File: src/rtl/fpu_pkg.sv
// Shared FP32 definitions for the FPU add/sub path: field widths, packed operand
// layout, opcode encoding, error bit positions and a leading-zero count helper.
package fpu_pkg;

  localparam int unsigned EXP_W  = 8;
  localparam int unsigned SIG_W  = 23;
  localparam int unsigned FP_W   = 1 + EXP_W + SIG_W;
  localparam int unsigned ERR_W  = 3;
  // Aligned significand: hidden bit + fraction + guard/round/sticky.
  localparam int unsigned WORK_W = SIG_W + 4;

  localparam int unsigned ERR_INVALID   = 0;
  localparam int unsigned ERR_OVERFLOW  = 1;
  localparam int unsigned ERR_UNDERFLOW = 2;

  localparam logic [FP_W-1:0] FP_QNAN = 32'h7FC0_0000;

  typedef struct packed {
    logic             sign;
    logic [EXP_W-1:0] exp;
    logic [SIG_W-1:0] sig;
  } fp32_t;

  typedef enum logic {
    FP_ADD = 1'b0,
    FP_SUB = 1'b1
  } fpu_addsub_op_e;

  // Returns WORK_W for an all-zero input.
  function automatic logic [4:0] lzc_work(input logic [WORK_W-1:0] v);
    logic [4:0] n;
    n = 5'(WORK_W);
    for (int unsigned i = 0; i < WORK_W; i++) begin
      if (v[i]) n = 5'(WORK_W - 1 - i);
    end
    return n;
  endfunction

endpackage

File: src/rtl/add_sub_top.sv
// Combinational FP32 add/sub, round-to-nearest-even, denormals flushed to zero
// on input and output. error = {underflow, overflow, invalid}.
module add_sub_top
  import fpu_pkg::*;
(
  input  logic                 sign1,
  input  logic [EXP_W-1:0]     exp1,
  input  logic [SIG_W-1:0]     sig1,
  input  logic                 sign2,
  input  logic [EXP_W-1:0]     exp2,
  input  logic [SIG_W-1:0]     sig2,
  input  fpu_addsub_op_e       op,
  output logic [FP_W-1:0]      fp_out,
  output logic [ERR_W-1:0]     error
);

  logic              sign2_eff;
  logic              nan1, nan2, inf1, inf2, swap;
  logic [SIG_W:0]    m1, m2, ml, ms;
  logic [EXP_W-1:0]  el, es, d;
  logic              sl, ss;
  logic [WORK_W-1:0] lw, sw_full, sw, norm, diff;
  logic              stk;
  logic [WORK_W:0]   sum;
  logic [4:0]        lz;
  logic [EXP_W:0]    e, e_r;
  logic              uf, inc, r_sign;
  logic [SIG_W+1:0]  rm;
  logic [SIG_W-1:0]  frac;

  // Classify, order by magnitude and align the smaller operand.
  always_comb begin
    sign2_eff = sign2 ^ (op == FP_SUB);
    nan1 = (&exp1) & (|sig1);
    nan2 = (&exp2) & (|sig2);
    inf1 = (&exp1) & ~(|sig1);
    inf2 = (&exp2) & ~(|sig2);
    m1 = (exp1 != '0) ? {1'b1, sig1} : '0;
    m2 = (exp2 != '0) ? {1'b1, sig2} : '0;
    swap = {exp2, m2} > {exp1, m1};
    if (swap) begin
      sl = sign2_eff; el = exp2; ml = m2;
      ss = sign1;     es = exp1; ms = m1;
    end else begin
      sl = sign1;     el = exp1; ml = m1;
      ss = sign2_eff; es = exp2; ms = m2;
    end
    d       = el - es;
    lw      = {ml, 3'b000};
    sw_full = {ms, 3'b000};
    if (d >= 8'(WORK_W)) begin
      sw  = '0;
      stk = |ms;
    end else begin
      sw  = sw_full >> d;
      stk = |(sw_full & ~({WORK_W{1'b1}} << d));
    end
    sw[0] = sw[0] | stk;
  end

  // Add or subtract magnitudes, normalise, round.
  always_comb begin
    sum    = {1'b0, lw} + {1'b0, sw};
    diff   = lw - sw;
    lz     = lzc_work(diff);
    uf     = 1'b0;
    norm   = '0;
    e      = {1'b0, el};
    r_sign = sl;
    if (sl == ss) begin
      if (sum[WORK_W]) begin
        norm = {sum[WORK_W:2], sum[1] | sum[0]};
        e    = {1'b0, el} + 9'd1;
      end else begin
        norm = sum[WORK_W-1:0];
      end
    end else begin
      norm   = diff << lz;
      e      = {1'b0, el} - {4'b0, lz};
      uf     = ({3'b0, lz} >= el) && (diff != '0);
      r_sign = (diff == '0) ? 1'b0 : sl;
    end
    inc  = norm[2] & (norm[1] | norm[0] | norm[3]);
    rm   = {1'b0, norm[WORK_W-1:3]} + {{(SIG_W+1){1'b0}}, inc};
    e_r  = e + {{EXP_W{1'b0}}, rm[SIG_W+1]};
    frac = rm[SIG_W+1] ? rm[SIG_W:1] : rm[SIG_W-1:0];
  end

  always_comb begin
    error  = '0;
    fp_out = {r_sign, e_r[EXP_W-1:0], frac};
    if (nan1 || nan2 || (inf1 && inf2 && (sign1 != sign2_eff))) begin
      fp_out = FP_QNAN;
      error[ERR_INVALID] = 1'b1;
    end else if (inf1) begin
      fp_out = {sign1, {EXP_W{1'b1}}, {SIG_W{1'b0}}};
    end else if (inf2) begin
      fp_out = {sign2_eff, {EXP_W{1'b1}}, {SIG_W{1'b0}}};
    end else if (norm == '0) begin
      fp_out = {r_sign, {(FP_W-1){1'b0}}};
    end else if (uf) begin
      fp_out = {r_sign, {(FP_W-1){1'b0}}};
      error[ERR_UNDERFLOW] = 1'b1;
    end else if (e_r >= {1'b0, {EXP_W{1'b1}}}) begin
      fp_out = {r_sign, {EXP_W{1'b1}}, {SIG_W{1'b0}}};
      error[ERR_OVERFLOW] = 1'b1;
    end
  end

endmodule

File: src/rtl/fp_addsub_issue.sv
// Two-register issue/retire wrapper around add_sub_top with valid/ready on both
// sides, an opaque tag per op and sticky error flags.
module fp_addsub_issue
  import fpu_pkg::*;
#(
  parameter int unsigned TAG_W = 4
) (
  input  logic             clk,
  input  logic             reset,
  input  logic             in_valid,
  output logic             in_ready,
  input  logic [FP_W-1:0]  in_a,
  input  logic [FP_W-1:0]  in_b,
  input  logic             in_op,
  input  logic [TAG_W-1:0] in_tag,
  output logic             out_valid,
  input  logic             out_ready,
  output logic [FP_W-1:0]  out_result,
  output logic [ERR_W-1:0] out_error,
  output logic [TAG_W-1:0] out_tag,
  output logic [ERR_W-1:0] flags,
  input  logic             flags_clr,
  output logic             busy
);

  fp32_t            a_q, a_d, b_q, b_d;
  fpu_addsub_op_e   op_q, op_d;
  logic [TAG_W-1:0] tag_a_q, tag_a_d, tag_b_q, tag_b_d;
  logic             a_valid_q, a_valid_d, b_valid_q, b_valid_d;
  logic [FP_W-1:0]  res_q, res_d, sum_res;
  logic [ERR_W-1:0] err_q, err_d, sum_err, flags_q, flags_d;
  logic             a_adv, b_adv, accept, retire;

  add_sub_top u_addsub (
    .sign1  (a_q.sign),
    .exp1   (a_q.exp),
    .sig1   (a_q.sig),
    .sign2  (b_q.sign),
    .exp2   (b_q.exp),
    .sig2   (b_q.sig),
    .op     (op_q),
    .fp_out (sum_res),
    .error  (sum_err)
  );

  always_comb begin
    b_adv    = !b_valid_q || out_ready;
    a_adv    = a_valid_q && b_adv;
    in_ready = !a_valid_q || b_adv;
    accept   = in_valid && in_ready;
    retire   = b_valid_q && out_ready;
  end

  // Stage B data only loads with a real op so the outputs hold across bubbles.
  always_comb begin
    a_d       = a_q;
    b_d       = b_q;
    op_d      = op_q;
    tag_a_d   = tag_a_q;
    a_valid_d = a_valid_q;
    res_d     = res_q;
    err_d     = err_q;
    tag_b_d   = tag_b_q;
    b_valid_d = b_valid_q;
    flags_d   = flags_q;
    if (accept) begin
      a_d       = fp32_t'(in_a);
      b_d       = fp32_t'(in_b);
      op_d      = fpu_addsub_op_e'(in_op);
      tag_a_d   = in_tag;
      a_valid_d = 1'b1;
    end else if (a_adv) begin
      a_valid_d = 1'b0;
    end
    if (b_adv) begin
      b_valid_d = a_valid_q;
    end
    if (a_adv) begin
      res_d   = sum_res;
      err_d   = sum_err;
      tag_b_d = tag_a_q;
    end
    if (flags_clr) begin
      flags_d = retire ? err_q : '0;
    end else if (retire) begin
      flags_d = flags_q | err_q;
    end
  end

  always_ff @(posedge clk or posedge reset) begin
    if (reset) begin
      a_q       <= '0;
      b_q       <= '0;
      op_q      <= FP_ADD;
      tag_a_q   <= '0;
      a_valid_q <= 1'b0;
      res_q     <= '0;
      err_q     <= '0;
      tag_b_q   <= '0;
      b_valid_q <= 1'b0;
      flags_q   <= '0;
    end else begin
      a_q       <= a_d;
      b_q       <= b_d;
      op_q      <= op_d;
      tag_a_q   <= tag_a_d;
      a_valid_q <= a_valid_d;
      res_q     <= res_d;
      err_q     <= err_d;
      tag_b_q   <= tag_b_d;
      b_valid_q <= b_valid_d;
      flags_q   <= flags_d;
    end
  end

  assign out_valid  = b_valid_q;
  assign out_result = res_q;
  assign out_error  = err_q;
  assign out_tag    = tag_b_q;
  assign flags      = flags_q;
  assign busy       = a_valid_q || b_valid_q;

endmodule

File: config.mk
export PLATFORM = sky130hd
export DESIGN_NAME = fp_addsub_issue
export DESIGN_NICKNAME = d
export VERILOG_FILES = /design/src/rtl/fpu_pkg.sv /design/src/rtl/add_sub_top.sv /design/src/rtl/fp_addsub_issue.sv
export SDC_FILE = /design/constraint.sdc
export NUM_CORES = 1
export LEC_CHECK = 0
export ABC_AREA = 1
export CAP_MARGIN = 30
export CORE_MARGIN = 2
export CORE_UTILIZATION = 35
export DETAILED_ROUTE_END_ITERATION = 10
export PLACE_DENSITY_LB_ADDON = 0.25
export SYNTH_ARGS = -nofsm -noshare
export SYNTH_HDL_FRONTEND = slang
export SYNTH_SLANG_ARGS = --single-unit
File: constraint.sdc
create_clock -name clk -period 13.5 [get_ports clk]
set_input_delay 3.375 -clock clk [delete_from_list [all_inputs] [get_ports clk]]
set_output_delay 3.375 -clock clk [all_outputs]
set_load 0.1 [all_outputs]
# After elaboration in Yosys (flattened, before gate mapping)
# Index checks and enable logic that the tools add are counted.
[classes]
add_sub_neg = 7
multipliers = 0
div_mod_pow = 0
order_cmp = 4
n_eq_ne = 2
shift = 3
n_mux = 64
bitwise_logic = 15
n_reduce_logical = 26
[op_table]
columns = ["cell", "n"]
rows = [
  ["$mux W24", 4],
  ["$mux W32", 3],
  ["$mux W31", 3],
  ["$mux W27", 3],
  ["$mux W5", 16],
  ["$logic_not A27 Y1", 2],
  ["$reduce_or A23 Y1", 2],
  ["$gt A32 B32 Y1", 1],
  ["$mux W4", 8],
  ["$add A27 B27 Y28", 1],
  ["$and A27 B27 Y27", 1],
  ["$not A27 Y27", 1],
  ["$reduce_bool A27 Y1", 1],
  ["$reduce_or A27 Y1", 1],
  ["$shl A27 B5 Y27", 1],
  ["$shl A27 B8 Y27 const A", 1],
  ["$shr A27 B8 Y27", 1],
  ["$sub A27 B27 Y27", 1],
  ["$add A24 B1 Y25", 1],
  ["$reduce_or A24 Y1", 1],
  ["$mux W23", 1],
  ["$mux W9", 2],
  ["$mux W8", 2],
  ["$reduce_and A8 Y1", 2],
  ["other kinds (22)", 61],
]
[word_totals]
register_bits = 113
latchBits = 0
mem_bits_rw = 0
romBits = 0
inputBits = 74
output_inout_bits = 45
elab_cells = 135
n_memories = 0

# Longest topological paths before layout
# Gate-level depths: netlist of the first run.
[depth]
word_depth = 53
ltp_mapped = 103
ltp_nobuf = 99

# By module
# Synthesis of the first run repeated with hierarchy kept, for this count alone.
[unflattened]
hier_cells = 2602
hier_area_um2 = 15073.2
[by_module_without_submodules]
columns = ["mod", "instances", "cells_per_inst", "area_each_um2", "seq_area_each_um2"]
rows = [
  ["add_sub_top", 1, 2112, 10655.2, 0.0],
  ["fp_addsub_issue", 1, 490, 4418.0, 2827.7],
]

# Worst setup path after synthesis of the first run
# No wires, ideal clock.
[synth_path]
path_type = "register to register"
from = "register a_q[26] (netlist name)"
to = "register res_q[3], in the netlist out_result[3]"
setup_ns = 0.068
arrival_ns = 10.419
t_required_ns = 13.432
path_slack_ns = 3.014
stages_incl_launch_ff = 87
n_path_buf = 5
period_less_slack_ns = 10.486
path_cell_list = "dfrtp_1 -> inv_1 -> nand4_1 -> nor2_1 -> clkinv_1 -> clkbuf_1 -> nand2_1 -> ha_1 -> nand2_1 -> inv_1 -> nand2_1 -> nand2_1 -> nand2_1 -> nand3_1 -> a21oi_1 -> nand2_4 -> nand3_1 -> nand3_1 -> [... 51 more ...] -> nand4_1 -> nor4_1 -> ha_1 -> ha_1 -> inv_1 -> nor2_1 -> nand3_1 -> nor4_1 -> xnor2_1 -> nand2_1 -> nand2_1 -> nand3_1 -> nor2_1 -> nand2_2 -> inv_2 -> buf_6 -> nand3_1 -> nand2_1"
[synth_via]
elab_chain_len = 53
elab_cells_between_ends = 83
classes_between = "add/sub: 7; order compare: 4; eq/ne: 1; shift: 3; mux: 48; bitwise: 9; reduce/logical: 11"
[synth_rtl]
columns = ["item", "line", "source"]
rows = [
  ["from (decl)", "fp_addsub_issue.sv:26", "fp32_t a_q, a_d, b_q, b_d;"],
  ["from (signal assigned)", "fp_addsub_issue.sv:92", "a_q <= '0;"],
  ["from (signal assigned)", "fp_addsub_issue.sv:103", "a_q <= a_d;"],
  ["$reduce_bool A8 Y1", "add_sub_top.sv:38", "m1 = (exp1 != '0) ? {1'b1, sig1} : '0;"],
  ["$mux W24", "add_sub_top.sv:38", ""],
  ["$gt A32 B32 Y1", "add_sub_top.sv:40", "swap = {exp2, m2} > {exp1, m1};"],
  ["$mux W8", "add_sub_top.sv:41", "if (swap) begin"],
  ["$sub A8 B8 Y8", "add_sub_top.sv:48", "d = el - es;"],
  ["$shl A27 B8 Y27", "add_sub_top.sv:56", "stk = |(sw_full & ~({WORK_W{1'b1}} << d));"],
  ["$not A27 Y27", "add_sub_top.sv:56", ""],
  ["$and A27 B27 Y27", "add_sub_top.sv:56", ""],
  ["[... 37 more ...]", "-", ""],
  ["$add A9 B1 Y9", "add_sub_top.sv:85", "e_r = e + {{EXP_W{1'b0}}, rm[SIG_W+1]};"],
  ["$ge A9 B8 Y1", "add_sub_top.sv:104", "end else if (e_r >= {1'b0, {EXP_W{1'b1}}}) begin"],
  ["$mux W31", "add_sub_top.sv:104", ""],
  ["$mux W31", "add_sub_top.sv:101", "end else if (uf) begin"],
  ["$mux W31", "add_sub_top.sv:99", "end else if (norm == '0) begin"],
  ["$mux W32", "add_sub_top.sv:97", "end else if (inf2) begin"],
  ["$mux W32", "add_sub_top.sv:95", "end else if (inf1) begin"],
  ["$mux W32 *", "add_sub_top.sv:92", "if (nan1 || nan2 || (inf1 && inf2 && (sign1 != sign2_eff))) begin"],
  ["to (signal assigned)", "fp_addsub_issue.sv:108", "res_q <= res_d;"],
  ["to (decl)", "fp_addsub_issue.sv:30", "logic [FP_W-1:0] res_q, res_d, sum_res;"],
]
# Every way passes the cells marked *; elsewhere a longest branch is shown, timed or not.
# A chain may end at the register's enable or synchronous reset.

# Worst setup path in the final report of the first run
[layout_path]
from = "register a_q[24] (netlist name)"
to = "register res_q[3], in the netlist out_result[3]"
# The elaborated chain is that of the path after synthesis.

==> results of run 1 <==
through the flow:
step                hold WS, ps  setup WS [ps]
floorplan                   436           3010
global placement            447           1010
global route                494          -76.7
finish                      471           1270
detailed placement          464            804
CTS                         472            740
layout make-up:
class,count,area [sq um],share of cell area (%)
flip-flops and latches,113,2830,16.7
inverters,313,1190,7.04
well taps,532,666,3.93
clock inverters,12,138,0.812
clock buffers,19,433,2.56
repair buffers,150,1460,8.63
multi-input cells,1931,10200,60.4
synth_stat cells, types with 3 or more instances:
library cell / count / share of area [%]
clkinv_1: 8 / 0.21
a211oi_1: 4 / 0.21
a21oi_2: 4 / 0.24
xor2_1: 54 / 3.2
a221oi_1: 5 / 0.30
o21ai_1: 17 / 0.58
xnor2_1: 7 / 0.42
nand2_1: 701 / 18
ha_1: 92 / 7.9
o21a_1: 4 / 0.21
nand2_2: 13 / 0.56
buf_2: 16 / 0.55
a21oi_1: 133 / 4.6
a31oi_1: 6 / 0.26
a21o_1: 3 / 0.15
o21bai_1: 6 / 0.31
nand3_2: 9 / 0.62
o31ai_1: 4 / 0.21
mux2_2: 28 / 2.2
o211ai_1: 3 / 0.15
nor2_1: 231 / 5.9
o21ai_0: 99 / 3.4
o22ai_1: 24 / 1.0
inv_1: 275 / 7.1
o21ai_2: 3 / 0.18
nor2_4: 6 / 0.46
nand3_1: 353 / 12
inv_2: 26 / 0.67
nand4_1: 29 / 1.2
nand2_4: 7 / 0.54
nor3_1: 18 / 0.62
a22oi_1: 5 / 0.26
buf_6: 12 / 0.93
dfrtp_1: 113 / 19
buf_4: 4 / 0.21
clkbuf_1: 53 / 1.4
buf_1: 8 / 0.21
nor2_2: 16 / 0.69
nand3b_1: 5 / 0.26
or2_2: 3 / 0.13
nor4_1: 13 / 0.56
state kept, by name (all words and copies together) (netlist names), 3 cells and up:
name,cells
tag_a_q,4
out_error,3
flags,3
out_tag,4
out_result,32
b_q,32
a_q,32
what timing repair did:
action	4_1_cts	5_1_grt
hold buffers	0	0
setup endpoints to repair	0	31
gates resized for setup	0	24
worst min-delay path by stage:
stage,end,slack (ps),cells after the start
2_1_floorplan,out_tag[0],440,2
3_3_place_gp,out_tag[2],450,2
3_5_place_dp,out_tag[2],460,2
4_1_cts,out_tag[1],470,2
5_1_grt,out_tag[1],490,2
6_report,out_tag[1],470,2
cell families after synthesis:
family | count (synthesis) | synth area share (%)
buffers and inverters | 406 | 11.4
multiplexers | 29 | 2.23
AND/OR/NAND/NOR | 1413 | 42.3
AO/OA/AOI/OAI | 333 | 12.8
XOR/XNOR | 62 | 3.77
flip-flops | 113 | 19.4
adder cells (fa/ha/maj) | 94 | 8.15
routing by layer:
layer / vias up / track usage (%) / routed length, um / share of wire, %
met3: 85 / 2.79 / 2710 / 5.3
met4: 0 / 9.60 / 1910 / 3.8
met2: 506 / 37.6 / 22600 / 44
li1: 8142 / - / - / -
met1: 7536 / 32.1 / 23700 / 47
met5: - / 0 / 0 / 0
worst reg2reg max path, delay by kind of cell (launching register included):
kind / cells / cell delay [ps]
flops: 1 / 420
buf+inv: 11 / 1450
xor+xnor: 2 / 440
simple gates: 57 / 6710
fa+ha+maj: 5 / 1150
compound gates: 9 / 1960
==> qor.yml, run 1 <==
outcome:
  status: "completed"
logic_synthesis:
  async_reset_ff_share_pct: 100
  synthCells: 2450
  yosysSeqAreaShare_pct: 19.4
  ys.flop_type: "dfrtp_1"
  synth_edf_count: 0
  ys_ff_latch: 113
  synth_cell_types: 67
  synth_warnings: 0
  syn_nets: 2618
  netlist_area_sq_um: 14600
  syn_area_per_cell_sq_um: 5.96
place:
  dp_cells: 3039
  io_buffer_count: 118
  place_congestion: 0.997
  dp_hpwl_mm: 41.8
  postPlaceCellArea_sq_um: 16300
clock_network:
  clkSinkCount: 113
  ctsHtreeMaxLevel: 4
  path_clk_slew_ps: 60
  cts_setup_buffers: 0
  clock_latency_ps: 440
  cts_made_buffers: 17
  cts_tree: "yes"
  cts_root_buf: "clkbuf_16"
  clk_path_buf_depth: 2
cells_and_area:
  layout-drive-gt1-share_pct: 7.88
  area_delta_synth_final_pct: 16.0
  layoutNonFillerInstCount: 3070
  final_common_cell: "nand2_1"
  antennaDiodeCount: 0
  fin_nets: 2694
  finish.utilization_pct: 41.3
  nFillCells: 4500
  fin_area_sq_um: 16900
  most-common-layout-cells: "699 x nand2_1, 352 x nand3_1, 274 x inv_1, 230 x nor2_1, 132 x a21oi_1"
global_route:
  grt_overflow: 0
  antenna_found_initial: 0
  grt_max_degree: 98
  grt_pass1_wl_mm: 82.1
  grt_pass1_vias: 15600
  grt_util_all_layers_pct: 23.5
critical_path:
  slowest_delay_ps: 420
  critPathLaunchType: "register"
  path_buf_inv: 11
  worstPathMaxFanout: 31
  r2r_end: "out_result[3]"
  crit_cells: 84
  worstSetupPathType: "register to register"
  r2r_setup_slack_ps: 1270
  r2r_cells: 84
  required_ps: 13870
  path_common_cell: "nand2_1"
  cpLargestDelayFamily: "simple AND/OR/NAND/NOR gates"
  rr_startpoint: "a_q[24]"
  crit_slowest_cell: "dfrtp_1"
  cp-end-kind: "register"
  crit_arrival_ps: 12600
  cp-endpoint: "out_result[3]"
  cp-startpoint: "a_q[24]"
floorplan:
  top_level_ports: 119
  dieArea_sq_um: 43400
  chipHeight_um: 208
  fp-row-count: 74
  coreArea_sq_um: 41000
  chipWidth_um: 208
  start_util_pct: 35.6
route:
  dr.pass1.iters: 6
  vias_per_cell: 5.30
  wl_per_cell_um: 16.6
  drt_iter0_drc: 1310
  drcViolationCount: 0
  final_antenna_net_count: 0
  vias: 16300
  drt-total-wl_mm: 50.9
timing:
  slew_viol_final: 0
  fin_crit_sh_pct: 90.6
  min_period_ps: 12230
  worst_pin_slew_ps: 1050
  fmax_mhz: 81.8
  final-setup-viol-count: 0
  relSlewSlack_pct: 29.5
  clock_skew_ps: 17.5
  hold_violations: 0
  setup-tns-final_ps: 0
run:
  max-cap-violations: 0
min_path:
  hold_start: "tag_a_q[1]"
  min_path_type: "register to register"
Power of run 1 is left out: the tool's default activity adds up to more than one toggle a clock period on the data nets, which glitch-free logic cannot reach.
==> inputs of run 2 (changes only) <==
--- a/config.mk
+++ b/config.mk
@@ -6,7 +6,7 @@
 export NUM_CORES = 1
 export LEC_CHECK = 0
 export ABC_AREA = 1
-export CAP_MARGIN = 30
+export CAP_MARGIN = 5
 export CORE_MARGIN = 2
 export CORE_UTILIZATION = 35
 export DETAILED_ROUTE_END_ITERATION = 10
==> qor.yml, run 2 (same netlist as run 1, synthesis figures left out) <==
min_path:
  min_path_cells: 2  # unchanged
  hold_start: "tag_a_q[1]"  # unchanged
  holdPathEnd: "out_tag[1]"  # unchanged
  min_path_type: "register to register"  # unchanged
timing:
  fin_ws_ps: 1270  # about the same
  relSlewSlack_pct: 29.5  # about the same
  timing.hold.ws_ps: 467  # was 471 ps
  fin_crit_sh_pct: 90.6  # about the same
  min_period_ps: 12230  # about the same
  final-setup-viol-count: 0  # unchanged
  hold_violations: 0  # unchanged
  fmax_mhz: 81.8  # about the same
  slew_viol_final: 0  # unchanged
  clock_skew_ps: 18.8  # was 17.5 ps
  worst_pin_slew_ps: 1050  # about the same
global_route:
  grt_overflow: 0  # unchanged
  grt_pass1_vias: 15600  # about the same
  grt_pass1_wl_mm: 82.3  # was 82.1 mm
  antenna_found_initial: 0  # unchanged
  grt_max_degree: 98  # unchanged
  grt_util_all_layers_pct: 23.6  # was 23.5%
critical_path:
  worstSetupPathType: "register to register"  # unchanged
  r2r_end: "out_result[3]"  # unchanged
  crit_slowest_cell: "dfrtp_1"  # unchanged
  worstPathMaxFanout: 31  # unchanged
  path_common_cell: "nand2_1"  # unchanged
  r2r_cells: 82  # was 84
  slowest_delay_ps: 420  # about the same
  r2r_setup_slack_ps: 1270  # about the same
  crit_arrival_ps: 12600  # about the same
  critPathLaunchType: "register"  # unchanged
  required_ps: 13870  # about the same
  rr_startpoint: "a_q[24]"  # unchanged
  cp-end-kind: "register"  # unchanged
floorplan:
  top_level_ports: 119  # unchanged
  start_util_pct: 35.6  # unchanged
  chipHeight_um: 208  # unchanged
  coreArea_sq_um: 41000  # unchanged
  fp-row-count: 74  # unchanged
  dieArea_sq_um: 43400  # unchanged
  chipWidth_um: 208  # unchanged
clock_network:
  cts_tree: "yes"  # unchanged
  path_clk_slew_ps: 60  # about the same
  cts_hold_buf: 0  # unchanged
  clk_path_buf_depth: 2  # unchanged
  clkSinkCount: 113  # unchanged
  ctsHtreeMaxLevel: 4  # unchanged
  cts_made_buffers: 17  # unchanged
  clock_latency_ps: 450  # was 440 ps
  cts_root_buf: "clkbuf_16"  # unchanged
cells_and_area:
  seq_area_sq_um: 2830  # unchanged
  layout-drive-gt1-share_pct: 7.88  # about the same
  area_delta_synth_final_pct: 15.8  # was 16.0%
  fin_nets: 2694  # unchanged
  nFillCells: 4472  # was 4500
  multi_input_area_sq_um: 10200  # about the same
  finish.utilization_pct: 41.3  # about the same
  antennaDiodeCount: 0  # unchanged
  most-common-layout-cells: "699 x nand2_1, 352 x nand3_1, 274 x inv_1, 230 x nor2_1, 133 x a21oi_1"  # was 699 x nand2_1, 352 x nand3_1, 274 x inv_1, 230 x nor2_1, 132 x a21oi_1
  final_common_cell: "nand2_1"  # unchanged
place:
  dp_hpwl_mm: 41.8  # about the same
  io_buffer_count: 118  # unchanged
  dp_slack_ps: 753  # was 804 ps
  place_congestion: 0.997  # unchanged
outcome:
  status: "completed"  # unchanged
route:
  drt_iter0_drc: 1399  # was 1310
  vias_per_cell: 5.32  # was 5.30
  dr.pass1.iters: 6  # unchanged
  drt-total-wl_mm: 50.9  # about the same
  vias: 16300  # about the same
  drcViolationCount: 0  # unchanged
  final_antenna_net_count: 0  # unchanged
  wl_per_cell_um: 16.6  # about the same
run:
  max-cap-violations: 0  # unchanged
run 2: what timing repair did:
action                                 4_1_cts  5_1_grt
setup endpoints to repair                    0       32
endpoints found under the hold margin        0        0
gates resized for setup                      0       25
setup buffers                                0        1
run 2: worst max path at each step:
stage,startpoint,slack (ps),end
after floorplan,a_q[26],3010,out_result[3]
after global placement,a_q[24],1010,out_result[20]
after detailed placement,a_q[24],750,out_result[10]
after CTS,a_q[24],690,out_result[3]
after global routing,b_q[26],-60,out_result[18]
final,a_q[24],1270,out_result[3]
run 2: area by class of cell:
class / count / share of cell area (%)
multi-input combinational: 1931 / 60.4
sequential: 113 / 16.7
timing repair buffer: 150 / 8.52
inverter: 313 / 7.05
tap: 532 / 3.93
clock buffer: 20 / 2.58
clock inverter: 12 / 0.799
run 2: through the flow:
step,instances,setup TNS (ps),cell area (sq um)
finish,3071,0,16900
global route,3071,-408,16900
CTS,3070,0,16800
detailed placement,3038,0,16200
global placement,3038,0,16200
floorplan,2450,0,14600
run 2: worst max-delay path, delay by kind of cell (launching register included):
kind	cells	cell delay, ps
XOR/XNOR	2	350
AO/OA/AOI/OAI	17	3010
adder cells (fa/ha/maj)	5	1150
buffers and inverters	11	1220
flip-flops	1	420
AND/OR/NAND/NOR	47	5990
run 2: routing by layer:
layer	vias to the layer above	share of wire [%]	track usage (%)
met4	0	3.8	9.55
met1	7584	46	32.3
met5	-	0	0
met3	92	5.2	2.91
li1	8139	-	-
met2	509	45	37.6
Power of run 2 is left out for the same reason.
==> inputs of run 3 (changes only) <==
--- a/config.mk
+++ b/config.mk
@@ -9,8 +9,10 @@
 export CAP_MARGIN = 5
 export CORE_MARGIN = 2
 export CORE_UTILIZATION = 35
+export CTS_CLUSTER_DIAMETER = 150
 export DETAILED_ROUTE_END_ITERATION = 10
 export PLACE_DENSITY_LB_ADDON = 0.25
+export RECOVER_POWER = 50
 export SYNTH_ARGS = -nofsm -noshare
 export SYNTH_HDL_FRONTEND = slang
 export SYNTH_SLANG_ARGS = --single-unit
==> constraint.sdc (replaced) <==
create_clock -name clk -period 14.7 [get_ports clk]
set_input_delay 3.675 -clock clk [delete_from_list [all_inputs] [get_ports clk]]
set_output_delay 3.675 -clock clk [all_outputs]
set_load 0.1 [all_outputs]
==> qor.yml, run 3 (same netlist as run 1, synthesis figures left out) <==
outcome:
  status: "finished with violations"  # was completed
  violations: "capacitance limit, slew limit"
clock_network:
  cts_tree: "yes"  # unchanged
  ctsHtreeMaxLevel: 4  # unchanged
  cts_hold_buf: 0  # unchanged
  cts_root_buf: "clkbuf_16"  # unchanged
  clkSinkCount: 113  # unchanged
  clock_latency_ps: 440  # was 450 ps
  cts_made_buffers: 17  # unchanged
  clk_path_buf_depth: 2  # unchanged
  path_clk_slew_ps: 60  # about the same
timing:
  fmax_mhz: 76.3  # was 81.8 MHz
  fin_crit_sh_pct: 89.2  # was 90.6%
  clock_skew_ps: 16.2  # was 18.8 ps
  rsz0062_at_grt: "false"
  min_period_ps: 13110  # was 12230 ps
  setup-tns-final_ps: 0  # unchanged
  hold_violations: 0  # unchanged
  final-setup-viol-count: 0  # unchanged
  relSlewSlack_pct: -145  # was 29.5%
  worst_pin_slew_ps: 3670  # was 1050 ps
  slew_viol_final: 148  # was 0
floorplan:
  fp-row-count: 74  # unchanged
  dieArea_sq_um: 43400  # unchanged
  chipHeight_um: 208  # unchanged
  chipWidth_um: 208  # unchanged
  coreArea_sq_um: 41000  # unchanged
  start_util_pct: 35.6  # unchanged
  top_level_ports: 119  # unchanged
route:
  drcViolationCount: 0  # unchanged
  drt-total-wl_mm: 51.6  # was 50.9 mm
  vias_per_cell: 5.34  # was 5.32
  wl_per_cell_um: 16.8  # was 16.6 um
  vias: 16400  # was 16300
  drt_iter0_drc: 1341  # was 1399
  dr.pass1.iters: 6  # unchanged
  final_antenna_net_count: 0  # unchanged
cells_and_area:
  layoutNonFillerInstCount: 3064  # was 3071
  multi_input_area_sq_um: 10100  # was 10200 sq um
  final_common_cell: "nand2_1"  # unchanged
  antennaDiodeCount: 0  # unchanged
  fin_nets: 2687  # was 2694
  nFillCells: 4528  # was 4472
  most-common-layout-cells: "701 x nand2_1, 353 x nand3_1, 274 x inv_1, 229 x nor2_1, 133 x a21oi_1"  # was 699 x nand2_1, 352 x nand3_1, 274 x inv_1, 230 x nor2_1, 133 x a21oi_1
  seq_area_sq_um: 2830  # unchanged
  area_delta_synth_final_pct: 15.1  # was 15.8%
  layout-drive-gt1-share_pct: 7.19  # was 7.88%
critical_path:
  rr_startpoint: "a_q[24]"  # unchanged
  cp-end-kind: "register"  # unchanged
  slowest_delay_ps: 390  # was 420 ps
  cp-startpoint: "a_q[24]"  # unchanged
  crit_slowest_cell: "dfrtp_1"  # unchanged
  worstSetupPathType: "register to register"  # unchanged
  required_ps: 15060  # was 13870 ps
  critPathLaunchType: "register"  # unchanged
  path_common_cell: "nand2_1"  # unchanged
  worstPathMaxFanout: 31  # unchanged
  crit_arrival_ps: 13470  # was 12600 ps
run:
  max-cap-violations: 3  # was 0
global_route:
  grt_util_all_layers_pct: 23.6  # about the same
  grt_max_degree: 93  # was 98
  grt_pass1_vias: 15400  # was 15600
  antenna_found_initial: 0  # unchanged
  grt_pass1_wl_mm: 82.0  # was 82.3 mm
  grt_overflow: 0  # unchanged
place:
  dp_hpwl_mm: 42.3  # was 41.8 mm
  dp_cells: 3031  # was 3038
  place_congestion: 0.982  # was 0.997
  io_buffer_count: 118  # unchanged
min_path:
  min_path_type: "register to register"  # unchanged
  hold_start: "tag_a_q[3]"  # was tag_a_q[1]
-- run 3: changes by cell type in the layout (fill, tap and decap cells not counted), sizes merged --
cell / previous run / this run
clkdlybuf4s50: 118 / 116
inv: 305 / 302
dlygate4sd3: 0 / 2
clkbuf: 20 / 22
clkinvlp: 4 / 6
buf: 32 / 23
bufinv: 2 / 3
-- run 3: area by class of cell --
type | instances | area share (%)
clock buffer | 20 | 2.66
multi-input combinational | 1931 | 60.3
timing repair buffer | 143 | 8.17
clock inverter | 12 | 0.953
inverter | 313 | 7.09
sequential | 113 | 16.8
tap | 532 | 3.96
-- run 3: path summary, 6_finish.rpt --
kind,end,slack (ps),cells past startpoint
worst min register to register,out_tag[3],470,2
max in group asynchronous,a_q[8],6350,3
min in group asynchronous,out_tag[1],4180,2
worst max-delay path,out_result[11],1590,84
worst max register to register,out_result[11],1590,84
worst min-delay path,out_tag[3],470,2
-- run 3: metal layers --
layer / GRT usage (%) / up-vias / part of all wire, %
met1: 32.4 / 7573 / 46
met2: 38.1 / 572 / 45
met4: 9.25 / 0 / 3.3
li1: - / 8141 / -
met5: 0 / - / 0
met3: 2.61 / 72 / 5.2
-- run 3: per-stage QoR --
stage / util (%) / instance area (sq um) / hold WS [ps] / setup WS, ps
2_1_floorplan: - / 14600 / 436 / 4210
3_3_place_gp: 39.5 / 16200 / 453 / 1310
3_5_place_dp: 39.5 / 16200 / 462 / 766
4_1_cts: 41.0 / 16800 / 473 / 745
5_1_grt: 41.0 / 16800 / 496 / 20.1
6_report: 41.0 / 16800 / 466 / 1590
-- run 3: timing repair --
item / CTS / global route
setup buffers: 0 / 1
gates resized for setup: 0 / 5
endpoints found under the setup margin: 0 / 32
-- run 3: critical path: cells and delay by family (launching register included) --
family / cells / cell delay [ps]
flip-flops: 1 / 390
buffers and inverters: 13 / 1650
AND/OR/NAND/NOR: 51 / 7110
adder cells (fa/ha/maj): 7 / 1460
AO/OA/AOI/OAI: 12 / 2230
XOR/XNOR: 1 / 190
Power of run 3 is left out for the same reason.
